===== config.mk =====
export PLATFORM = sky130hd
export DESIGN_NAME = level_driver_flat
export DESIGN_NICKNAME = d
export VERILOG_FILES = /design/src/rtl/level_driver_if.sv /design/src/rtl/level_driver.sv /design/src/flat_wrapper.sv
export SDC_FILE = /design/constraint.sdc
export NUM_CORES = 1
export LEC_CHECK = 0
export ABC_AREA = 1
export BUFFER_PORTS_ARGS = -buffer_cell sky130_fd_sc_hd__buf_4
export CAP_MARGIN = 0
export CORE_AREA = 2 2 39 41
export DETAILED_ROUTE_END_ITERATION = 6
export DIE_AREA = 0 0 41 43
export MAX_ROUTING_LAYER = met4
export PLACE_DENSITY = 0.66
export REMOVE_ABC_BUFFERS = 1
export SYNTH_ARGS = -nofsm -noshare
export SYNTH_HDL_FRONTEND = slang
export SYNTH_SLANG_ARGS = --single-unit

===== constraint.sdc =====
create_clock -name clk -period 2 [get_ports clk]
set_input_delay 0.2 -clock clk [delete_from_list [all_inputs] [get_ports clk]]
set_output_delay 0.2 -clock clk [all_outputs]
set_load 0.01 [all_outputs]

===== src/rtl/level_driver_if.sv =====
// Request/status bundle between a level-change requester and level_driver.
interface level_driver_if;
    logic req_valid;
    logic req_level;
    logic req_ready;
    logic out;
    logic busy;
    logic done;

    modport master (
        output req_valid, req_level,
        input  req_ready, out, busy, done
    );

    modport slave (
        input  req_valid, req_level,
        output req_ready, out, busy, done
    );
endinterface


===== src/rtl/level_driver.sv =====
// Single-bit level transmitter with guaranteed minimum hold per accepted level.
// Optional contact-bounce burst before settling: define LEVEL_DRIVER_BOUNCE_EN.
module level_driver #(
    parameter int HOLD_CYCLES = 10,
    parameter int BOUNCES     = 2,
    parameter int BOUNCE_LEN  = 1,
    parameter int CNT_W       = 8,
    parameter bit INIT        = 1'b0
) (
    input  logic          clk,
    input  logic          rst,
    level_driver_if.slave bus
);

    typedef enum logic [1:0] {
        IDLE   = 2'd0,
        HOLD   = 2'd1,
        BOUNCE = 2'd2
    } state_t;

    if (HOLD_CYCLES < 1 || BOUNCE_LEN < 1 || BOUNCES < 0 || CNT_W < 1 ||
        (64'(HOLD_CYCLES - 1) >> CNT_W) != 64'd0 ||
        (64'(BOUNCE_LEN - 1) >> CNT_W) != 64'd0) begin : g_bad_param
        $error("level_driver: illegal parameter combination");
    end

    localparam logic [CNT_W-1:0] HOLD_RLD = CNT_W'(HOLD_CYCLES - 1);

`ifdef LEVEL_DRIVER_BOUNCE_EN
    localparam bit               BOUNCE_ACT = (BOUNCES > 0);
    localparam int               PH_W       = (BOUNCES > 0) ? $clog2(2*BOUNCES + 1) : 1;
    localparam int               PH_LAST    = BOUNCE_ACT ? 2*BOUNCES - 1 : 0;
    localparam logic [CNT_W-1:0] BL_RLD     = CNT_W'(BOUNCE_LEN - 1);

    logic [PH_W-1:0] phase;
`endif

    state_t           state;
    logic [CNT_W-1:0] cnt;
    logic             out_q;
    logic             done_q;
    logic             ready;
    logic             accept;

    // Ready again in the last hold cycle so continuous requests lose no cycle.
    assign ready  = (state == IDLE) || (state == HOLD && cnt == '0);
    assign accept = bus.req_valid && ready;

    assign bus.req_ready = ready;
    assign bus.busy      = (state != IDLE);
    assign bus.out       = out_q;
    assign bus.done      = done_q;

    always_ff @(posedge clk) begin
        if (rst) begin
            state  <= IDLE;
            cnt    <= '0;
            out_q  <= INIT;
            done_q <= 1'b0;
`ifdef LEVEL_DRIVER_BOUNCE_EN
            phase  <= '0;
`endif
        end else begin
            done_q <= 1'b0;
            case (state)
                HOLD: begin
                    if (cnt == '0) begin
                        done_q <= 1'b1;
                        state  <= IDLE;
                    end else begin
                        cnt <= cnt - CNT_W'(1);
                    end
                end
`ifdef LEVEL_DRIVER_BOUNCE_EN
                // Every phase boundary flips the line; the last flip lands back on the new level.
                BOUNCE: begin
                    if (cnt == '0) begin
                        out_q <= ~out_q;
                        phase <= phase + PH_W'(1);
                        if (phase == PH_W'(PH_LAST)) begin
                            state <= HOLD;
                            cnt   <= HOLD_RLD;
                        end else begin
                            cnt <= BL_RLD;
                        end
                    end else begin
                        cnt <= cnt - CNT_W'(1);
                    end
                end
`endif
                default: ;
            endcase

            // Acceptance overrides the HOLD->IDLE exit taken on the same edge.
            if (accept) begin
                out_q <= bus.req_level;
`ifdef LEVEL_DRIVER_BOUNCE_EN
                if (BOUNCE_ACT && bus.req_level != out_q) begin
                    state <= BOUNCE;
                    phase <= '0;
                    cnt   <= BL_RLD;
                end else begin
                    state <= HOLD;
                    cnt   <= HOLD_RLD;
                end
`else
                state <= HOLD;
                cnt   <= HOLD_RLD;
`endif
            end
        end
    end

endmodule

===== src/flat_wrapper.sv =====
// flat-port wrapper written by rule: the top's interface ports become plain ports
module level_driver_flat 
#(
    parameter int HOLD_CYCLES = 10,
    parameter int BOUNCES     = 2,
    parameter int BOUNCE_LEN  = 1,
    parameter int CNT_W       = 8,
    parameter bit INIT        = 1'b0
)
  (clk, rst, bus_req_valid, bus_req_level, bus_req_ready, bus_out, bus_busy, bus_done);
  level_driver_if bus_i ();
  input  logic clk;
  input  logic rst;
  input wire logic [$bits(bus_i.req_valid)-1:0] bus_req_valid;
  input wire logic [$bits(bus_i.req_level)-1:0] bus_req_level;
  output wire logic [$bits(bus_i.req_ready)-1:0] bus_req_ready;
  output wire logic [$bits(bus_i.out)-1:0] bus_out;
  output wire logic [$bits(bus_i.busy)-1:0] bus_busy;
  output wire logic [$bits(bus_i.done)-1:0] bus_done;
  assign bus_i.req_valid = bus_req_valid;
  assign bus_i.req_level = bus_req_level;
  assign bus_req_ready = bus_i.req_ready;
  assign bus_out = bus_i.out;
  assign bus_busy = bus_i.busy;
  assign bus_done = bus_i.done;
  level_driver #(.HOLD_CYCLES(HOLD_CYCLES), .BOUNCES(BOUNCES), .BOUNCE_LEN(BOUNCE_LEN), .CNT_W(CNT_W), .INIT(INIT)) u_core (.clk(clk), .rst(rst), .bus(bus_i));
endmodule

==> flow_metrics.env <==
export IMPL_run_status="finished clean"
export IMPL_finalCritPeriodShare_pct=85.58
export IMPL_synth_common_cells="29 x nand2_1, 16 x inv_1, 11 x dfxtp_1, 8 x nand3_1, 6 x nor2_1"
export IMPL_power_leakage_uw=0.0003737
export IMPL_grt_start_max_net_pins=13
export IMPL_clock_sinks=11
export IMPL_finalInstanceArea_um2=701.9
export IMPL_die_height_um=43
export IMPL_synthDominantCellAreaShare_pct=35.85
export IMPL_core_area_mm2=0.001384
export IMPL_cell_chosen_for_the_clock_root="clkbuf_4"
export IMPL_ir_worst_vdd_mv=0.3258
export IMPL_min_period_ns=1.712
export IMPL_hold_class="input port to flip-flop"
export IMPL_num_nets_final=111
export IMPL_io_buffers=7
export IMPL_area_delta_synth_final_pct=14.26
export IMPL_grt_pass1_vias=487
export IMPL_seq_power_share_pct=44.0
export IMPL_timing_setup_tns_ns=0
export IMPL_clk_latency_ns=0.27
export IMPL_timing_critical_path_required_ns=1.80
export IMPL_yosysWarningCount=0
export IMPL_worst_setup_path_start_kind="flip-flop"
export IMPL_setup_worst_path_class="flip-flop to primary output"
export IMPL_kind_of_capture_point_of_the_worst_setup_path="primary output"
export IMPL_grt_setup_unrepaired="no"
export IMPL_ys_dominant_reg_cell="dfxtp_1"
export IMPL_multi_input_comb_area_um2=315.3
export IMPL_antenna_violations_before_repair=0
export IMPL_max_cap_violations=0
export IMPL_place_hpwl_um=876.4
export IMPL_timing_max_transition_violations_final=0
export IMPL_worstPathCellList="inv_1, ha_1, inv_1, nor2_2, nand2_2, nand2_2, buf_4"
export IMPL_count_of_state_elements_after_synthesis=11
export IMPL_intPower_uw=373.9
export IMPL_mappedNetlistArea_um2=614.3
export IMPL_postSynth_asyncResetShare_pct=0
export IMPL_vias=560
export IMPL_drc=0
export IMPL_routed_via_density=4.667
export IMPL_timing_worst_slew_pin_value_ns=0.2251
export IMPL_detail_route_iter0_violations=23
export IMPL_clock_pin_slew_of_the_registers_on_the_worst_case_setup_and_hold_paths_ns=0.07
export IMPL_critPathArrivalTime_ns=1.51
export IMPL_ctsHtreeMaxLevel=1
export IMPL_ys_seq_area_share_pct=35.85
export IMPL_die_width_um=41
export IMPL_critical_path_max_stage_delay_ns=0.30
export IMPL_post_placement_cell_count=116
export IMPL_syn_mean_instance_area_um2=6.536
export IMPL_detail_route_wirelength_um=1165
export IMPL_dpl_instance_area_um2=675.6
export IMPL_worst_clock_skew_ns=0.001134
export IMPL_grt_first_pass_wirelength_um=2007
export IMPL_hold_viol=0
export IMPL_synth_enable_flop_cells=0
export IMPL_synth_area_top_cells="dfxtp_1 36%, nand2_1 18%, inv_1 9.8%"
export IMPL_tritoncts_num_buffers=3
export IMPL_clockPowerShare_pct=27.4
export IMPL_max_freq_mhz=584.3
export IMPL_synth_distinct_cells=17
export IMPL_filler_cell_count=136
export IMPL_globalRouteTotalUtil_pct=17.27
export IMPL_die_area_mm2=0.001763
export IMPL_netSwitchingFraction_pct=33.23
export IMPL_start_util_pct=44.39
export IMPL_post_cts_setup_driven_buffer_insertion_count=0
export IMPL_critical_path_peak_fanout=12
export IMPL_cts_tree="built"
export IMPL_drive_above_1_share_pct=16.35
export IMPL_power_per_cell_area_mw_per_mm2=797.9
export IMPL_yosys_area_top_type="dfxtp_1"
export IMPL_gp_congestion=0.8814
export IMPL_cts_hold_repair_buffers=0
export IMPL_cts_root_to_sink_buffers=2
export IMPL_synthesis_instances=94
export IMPL_drt_pass1_iterations=4
export IMPL_num_rows=14
export IMPL_ff_latch_area_um2=220.2
export IMPL_cts_repair_resized=0
export IMPL_max_slew_margin_pct=84.96
export IMPL_combinationalPowerShare_pct=28.7
export IMPL_diodes=0
export IMPL_slowest_stage="dfxtp_1"
export IMPL_drt_wirelength_per_cell_um=9.708
export IMPL_grt_overflow=0
export IMPL_finalSetupViolations=0
export IMPL_final_cells=120
export IMPL_power_switching_uw=186.1
export IMPL_antenna_left=0
export IMPL_ios=8
export IMPL_yosys_cell_count_top_type="nand2_1"
[state kept, by name (all words and copies together) (netlist names)]
| signal | cells |
|---|---|
| u_core.bus.done | 1 |
| u_core.state | 1 |
| u_core.bus.out | 1 |
| u_core.cnt | 8 |
[placed cells by master (no fill, tap or decap)]
master	count
nand2_1	29
inv_1	16
dfxtp_1	11
nand3_1	8
buf_4	7
nor2_1	6
a21oi_1	5
nand2_2	3
xor2_1	3
clkbuf_4	3
inv_2	2
o21ai_0	2
nand4_1	2
ha_1	2
nor2_2	1
nor3_1	1
or2_1	1
a21oi_2	1
clkbuf_1	1
[critical path: cells and delay by family, from the launching register on]
| family | cells | cell delay (ns) |
|---|---|---|
| and+or+nand+nor | 3 | 0.38 |
| buffers and inverters | 3 | 0.37 |
| adders and majority gates | 1 | 0.20 |
| DFF | 1 | 0.30 |
[area by class of cell]
type,count,area share (%)
clock buffer,4,3.743
tap,16,2.852
multi-input combinational,64,44.92
timing repair buffer,7,7.487
sequential,11,31.37
inverter,18,9.626
[through the flow]
| step | hold slack (ns) | setup slack [ns] | total power (uW) | util (%) |
|---|---|---|---|---|
| finish | 0.1158 | 0.2885 | 560.0 | 50.72 |
| global route | 0.1248 | 0.07700 | 596.0 | 50.72 |
| CTS | 0.1164 | 0.2824 | 561.7 | 50.72 |
| detailed placement | 0.3966 | 0.3240 | 410.3 | 48.82 |
| global placement | 0.3959 | 0.3506 | 408.4 | 48.82 |
| floorplan | 0.2691 | 0.5415 | 370.1 | - |
[worst paths after layout]
path	slack, ns	start	endpoint	cells after the start
setup / recovery	0.29	u_core.cnt[0]$_SDFFE_PP0P_	bus_req_ready	7
hold / removal	0.12	rst	u_core.state[0]$_SDFFE_PP0P_	2
setup reg to reg	0.31	u_core.cnt[0]$_SDFFE_PP0P_	u_core.cnt[5]$_SDFFE_PP0P_	11
hold reg to reg	0.47	u_core.bus.out$_SDFFE_PP0P_	u_core.bus.out$_SDFFE_PP0P_	2
[metal layers]
layer / track usage, % / vias up / part of all wire, %
li1: - / 310 / -
met1: 23.53 / 229 / 49
met2: 23.13 / 16 / 43
met3: 4.712 / 5 / 6.0
met4: 8.000 / 0 / 1.8
met5: - / - / 0
[power groups by stage]
| stage | combinational [uW] | clock (uW) | sequential, uW |
|---|---|---|---|
| finish | 160 | 153 | 246 |
| global route | 185 | 163 | 248 |
| CTS | 161 | 155 | 246 |
| detailed placement | 159 | 0 | 251 |
| global placement | 157 | 0 | 251 |
| floorplan | 119 | 0 | 251 |
[logic make-up after synthesis]
group	share of synthesized area, %
XOR/XNOR	4.278
AND/OR/NAND/NOR	35.85
buffers and inverters	12.83
adder cells (fa/ha/maj)	4.073
AO/OA/AOI/OAI	7.128
flip-flops	35.85
Power figures use the tool's default switching activity.
